`config.mk`:
```
export PLATFORM = sky130hd
export DESIGN_NAME = demux_route_ctrl
export DESIGN_NICKNAME = d
export VERILOG_FILES = /design/src/rtl/demux_ctrl_pkg.sv /design/src/rtl/demux_route_ctrl_beat_counter.sv /design/src/rtl/demux_route_ctrl.sv
export SDC_FILE = /design/constraint.sdc
export NUM_CORES = 1
export LEC_CHECK = 0
export ABC_CLOCK_PERIOD_IN_PS = 2160
export CORE_MARGIN = 10
export CORE_UTILIZATION = 39
export DETAILED_ROUTE_END_ITERATION = 6
export PLACE_DENSITY = 0.74
export SLEW_MARGIN = 10
export SYNTH_ARGS = -nofsm -noshare
export SYNTH_HDL_FRONTEND = slang
export SYNTH_HIERARCHICAL = 1
export SYNTH_SLANG_ARGS = --single-unit
```
`constraint.sdc`:
```
create_clock -name clk -period 2.16 [get_ports clk]
set_clock_uncertainty 0.05 [all_clocks]
set_input_delay 0.216 -clock clk [delete_from_list [all_inputs] [get_ports clk]]
set_output_delay 0.216 -clock clk [all_outputs]
set_load 0.01 [all_outputs]
```
`src/rtl/demux_ctrl_pkg.sv`:
```
// Shared types and helpers for the demux routing controller.
// State encoding, destination sizing and strobe decode.
package demux_ctrl_pkg;

   localparam int DEST_W = 3;
   localparam int NDEST  = 8;

   typedef enum logic [2:0] {
      IDLE,
      SETUP,
      XFER,
      LAST,
      DONE
   } state_t;

   function automatic logic [NDEST-1:0] onehot8(
      input logic [DEST_W-1:0] dest
   );
      logic [NDEST-1:0] v;
      v       = '0;
      v[dest] = 1'b1;
      return v;
   endfunction

endpackage

```
`src/rtl/demux_route_ctrl_beat_counter.sv`:
```
// Loadable down-counter with zero flag.
// Holds at zero rather than wrapping.
module beat_counter #(
   parameter int W = 5
) (
   input  logic         clk,
   input  logic         rst_n,
   input  logic         load,
   input  logic [W-1:0] load_val,
   input  logic         dec,
   output logic         zero
);

   logic [W-1:0] cnt;

   assign zero = (cnt == '0);

   always_ff @(posedge clk or negedge rst_n) begin
      if (!rst_n) begin
         cnt <= '0;
      end else if (load) begin
         cnt <= load_val;
      end else if (dec && !zero) begin
         cnt <= cnt - 1'b1;
      end
   end

endmodule

```
`src/rtl/demux_route_ctrl.sv`:
```
// Sequencing controller for a 1-to-8 enabled demux.
// Streams payload beats to one destination per command.
module demux_route_ctrl
   import demux_ctrl_pkg::*;
#(
   parameter int LEN_W = 5
) (
   input  logic              clk,
   input  logic              rst_n,
   input  logic              cmd_valid,
   output logic              cmd_ready,
   input  logic [DEST_W-1:0] cmd_dest,
   input  logic [LEN_W-1:0]  cmd_len,
   input  logic              din_valid,
   output logic              din_ready,
   input  logic              din,
   input  logic [NDEST-1:0]  dst_ready,
   input  logic              abort,
   output logic [DEST_W-1:0] S,
   output logic              En,
   output logic              i,
   output logic [NDEST-1:0]  strobe,
   output logic              busy,
   output logic              done,
   output logic              aborted
);

   state_t           state;
   state_t           state_nx;
   logic             acc;
   logic             load;
   logic             zero;
   logic             en_nx;
   logic [NDEST-1:0] stb_nx;
   logic             done_nx;
   logic             abt_nx;

   beat_counter #(
      .W(LEN_W)
   ) u_cnt (
      .clk     (clk),
      .rst_n   (rst_n),
      .load    (load),
      .load_val(cmd_len),
      .dec     (acc),
      .zero    (zero)
   );

   assign busy = (state != IDLE);

   always_comb begin
      state_nx  = state;
      cmd_ready = 1'b0;
      din_ready = 1'b0;
      acc       = 1'b0;
      load      = 1'b0;
      en_nx     = 1'b0;
      stb_nx    = '0;
      done_nx   = 1'b0;
      abt_nx    = 1'b0;
      unique case (state)
         IDLE: begin
            cmd_ready = 1'b1;
            if (cmd_valid) begin
               load     = 1'b1;
               state_nx = SETUP;
            end
         end
         SETUP: begin
            if (abort) begin
               abt_nx   = 1'b1;
               state_nx = IDLE;
            end else begin
               state_nx = XFER;
            end
         end
         XFER: begin
            din_ready = dst_ready[S] & ~abort;
            acc       = din_valid & din_ready;
            if (abort) begin
               abt_nx   = 1'b1;
               state_nx = IDLE;
            end else if (acc) begin
               en_nx  = 1'b1;
               stb_nx = onehot8(S);
               if (zero) state_nx = LAST;
            end
         end
         LAST: begin
            done_nx  = 1'b1;
            state_nx = DONE;
         end
         DONE: begin
            state_nx = IDLE;
         end
         default: begin
            state_nx = IDLE;
         end
      endcase
   end

   always_ff @(posedge clk or negedge rst_n) begin
      if (!rst_n) begin
         state   <= IDLE;
         S       <= '0;
         En      <= 1'b0;
         i       <= 1'b0;
         strobe  <= '0;
         done    <= 1'b0;
         aborted <= 1'b0;
      end else begin
         state   <= state_nx;
         En      <= en_nx;
         strobe  <= stb_nx;
         done    <= done_nx;
         aborted <= abt_nx;
         if (load) S <= cmd_dest;
         // i only matters while En is high
         if (acc) i <= din;
      end
   end

endmodule
```
==> impl_metrics.tcl <==
set metrics [dict create \
    outcome "finished with violations" \
    violations "setup timing" \
    dp.cells 171 \
    row_count 18 \
    ys_seq_elements 23 \
    synth-seq-area-share_pct 53.80 \
    syn_nets 115 \
    max_freq_mhz 432.9 \
    reg2reg_from "S[1]$_DFFE_PN0P_" \
    cp_cell_sequence "mux2i_1 > mux4_2 > a21oi_4 > or4b_4 > or3_4 > a21oi_2" \
    synth.distinct_cells 37 \
    numCtsBuffers 3 \
    grt_pass1_vias 965 \
    place_ws_ps -283.5 \
    reg2reg_to "u_cnt/cnt[3]$_DFFE_PN0P_" \
    die-area_sq_mm 0.005238 \
    nNetsFinal 171 \
    path_clk_slew_ps 130 \
    cts.sinks 23 \
    final_layout_size_suffix_gt1_share_pct 27.89 \
    critPathKind "flip-flop to flip-flop" \
    maxCapViolCount 0 \
    synth.avg_cell_area_sq_um 11.63 \
    first_iter_violations 20 \
    globalplace.congestion 0.7807 \
    ys_warn_count 6 \
    synthSimpleGateAreaFrac_pct 22.57 \
    synth-compound-area-share_pct 9.942 \
    crit_fanout 5 \
    drtPass1Iterations 4 \
    remaining_drc_errors 0 \
    slowest_delay_ps 520 \
    hold_viol 0 \
    ios 40 \
    critical_path_arrival_ps 2510 \
    utilization_pct 64.65 \
    avgRoutedWirePerCell_um 15.84 \
    synth_top_area_cell "dfrtp_1" \
    wl_um 2803 \
    antenna_found_initial 0 \
    crit_path_start "S[1]$_DFFE_PN0P_" \
    finalMaxSlewViolations 0 \
    cts_root_buf "clkbuf_4" \
    crit_family "simple AND/OR/NAND/NOR gates" \
    slew_headroom_pct 63.65 \
    holdBufCountCts 0 \
    hp-class "input port to asynchronous set/reset pin" \
    whs_ps 193.3 \
    timing.critical_path.buf_inv 0 \
    core_sq_mm 0.002545 \
    rsz0062_at_grt "yes" \
    fp.dieH_um 72.38 \
    num_antenna_cells 0 \
    post-synth-top-area-fraction_pct 53.80 \
    gr-total-overflow 0 \
    reg2reg_depth 6 \
    final_cells 177 \
    crit_required_ps 2360 \
    muxShareOfSynthArea_pct 8.187 \
    end_kind "flip-flop" \
    syn-cell-area_sq_mm 0.001070 \
    synthAdderAreaFrac_pct 1.170 \
    tightest_slew_ps 543.5 \
    powerDensity_mw_per_mm2 1063 \
    clock_latency_ps 310 \
    dp_hpwl_um 2274 \
    syn_to_final_growth_pct 53.80 \
    n_fill_cell 200 \
    vdd_drop_max_v 0.0008643 \
    grt_pass1_wl_um 4609 \
    port_buffers 39 \
    ctsHtreeMaxLevel 1 \
    setup_viol 2 \
    tns_ps -247.7 \
    grt_max_degree 14 \
    vias_per_cell 5.136 \
    cp-start-kind "flip-flop" \
    fin_crit_sh_pct 106.9 \
    cts_tree "built" \
    crit_end "u_cnt/cnt[3]$_DFFE_PN0P_" \
    vias 909 \
    dieWidth_um 72.38 \
    synth.area.top_cells "dfrtp_1 (54%), a21oi_1 (3.3%), nand2_1 (3.2%)" \
    synth_xor_area_share_pct 0.8187 \
    syn_inst 92 \
    track_usage_pct 10.75 \
    path_depth 6 \
    start_util_pct 42.04 \
    min_period_ps 2310 \
    p_leak_nw 0.7345 \
    cp_slowest_cell "mux4_2" \
    ant_nets 0 \
    synth_top_family_by_area "simple AND/OR/NAND/NOR gates" \
    clockBufferDepth 2 \
    rrSetupSlack_ps -150 \
    finalWorstSetupSlack_ps -149.8 \
]
## synth_stat cells
library cell	count
nand2_1	9
inv_1	5
nand2_2	1
or4_4	1
a21o_1	1
o21ai_0	2
mux2i_1	2
mux2_2	3
or3_4	1
and3_1	3
or3_1	2
buf_6	1
nor2b_1	2
and2_1	1
nor3b_2	1
nor3_1	4
a21oi_1	7
nor2_1	3
or4b_1	1
xnor2_1	1
clkbuf_1	2
mux4_2	1
or4b_4	1
dfrtp_1	23
and2b_2	1
mux2_1	1
o31a_1	1
and3_4	1
o31ai_2	1
nand2b_1	1
o31ai_1	1
and4_1	2
a21oi_2	1
a21oi_4	1
nor3b_1	1
ha_1	1
or4b_2	1
## report_power, final
| group | switching, W | internal, W | leakage [nW] |
|---|---|---|---|
| clock network | 0.000133 | 0.0000691 | 0.0177 |
| registers | 0.000112 | 0.000548 | 0.298 |
| logic | 0.000392 | 0.000495 | 0.419 |
## worst min path at each step
stage                  startpoint                  end  slack, ps  depth (start not counted)
floorplan                   rst_n         En$_DFF_PN0_       -130                          0
global placement    i$_DFFE_PN0P_        i$_DFFE_PN0P_        420                          1
detailed placement  i$_DFFE_PN0P_        i$_DFFE_PN0P_        430                          1
CTS                         rst_n  strobe[5]$_DFF_PN0_        210                          1
global route                rst_n  strobe[5]$_DFF_PN0_        220                          1
finish                      rst_n  strobe[0]$_DFF_PN0_        190                          1
## cell usage in the layout, fill, tap and decap left out, types with 2 or more instances in the layout
cell type / instances
nand2_2: 2
or4b_4: 2
dfrtp_1: 22
nor2b_1: 2
clkbuf_4: 3
a21oi_2: 2
inv_1: 5
and3_1: 3
nor3_1: 4
a21oi_1: 5
o21ai_0: 2
clkdlybuf4s50_1: 38
or3_4: 2
mux2_2: 3
mux2i_1: 2
and4_1: 2
a21oi_4: 2
nor2_1: 3
buf_4: 14
nand2_1: 8
## through the flow
step / total power [W] / area (sq um)
after floorplan: 0.001095 / 1082
after global placement: 0.001466 / 1589
after detailed placement: 0.001495 / 1589
after CTS: 0.001719 / 1623
after global routing: 0.001878 / 1645
final: 0.001749 / 1645
## state kept, by name, indices dropped and copies added, names as in the netlist
signal and count:
En 1, S 3, aborted 1, done 1, i 1, state 3
strobe 8, u_cnt/cnt 5
## cells by family (layout without fill, tap and decap cells)
logic type,Yosys count,after routing
AND/OR/NAND/NOR,37,37
flip-flops,23,23
buffers and inverters,8,63
multiplexers,7,7
adder cells (fa/ha/maj),1,1
AO/OA/AOI/OAI,15,15
XOR/XNOR,1,1
## per-layer routing
metal  global-route usage, %  share of wire [%]  up-vias  routed length (um)
li1                        -                  -      436                   -
met1                   11.41                 39      446                1105
met2                   19.63                 52       25                1461
met3                   3.537                7.4        2                 208
met5                       0                  0        -                   0
met4                   3.165               0.96        0                  27
## timing repair
item / CTS / global route
endpoints found under the hold margin: 0 / 0
setup endpoints to repair: 2 / 2
gates resized for setup: 5 / 4
setup buffers: 1 / 1
## cell type report
class / instances / area [sq um] / area share (%)
sequential: 23 / 576.8 / 35.06
timing repair buffer: 54 / 501.7 / 30.49
multi-input combinational: 61 / 483.0 / 29.35
tap: 30 / 37.54 / 2.281
clock buffer: 3 / 22.52 / 1.369
inverter: 5 / 18.77 / 1.141
clock inverter: 1 / 5.005 / 0.3042
No activity file was read; power rests on OpenSTA's default activity.
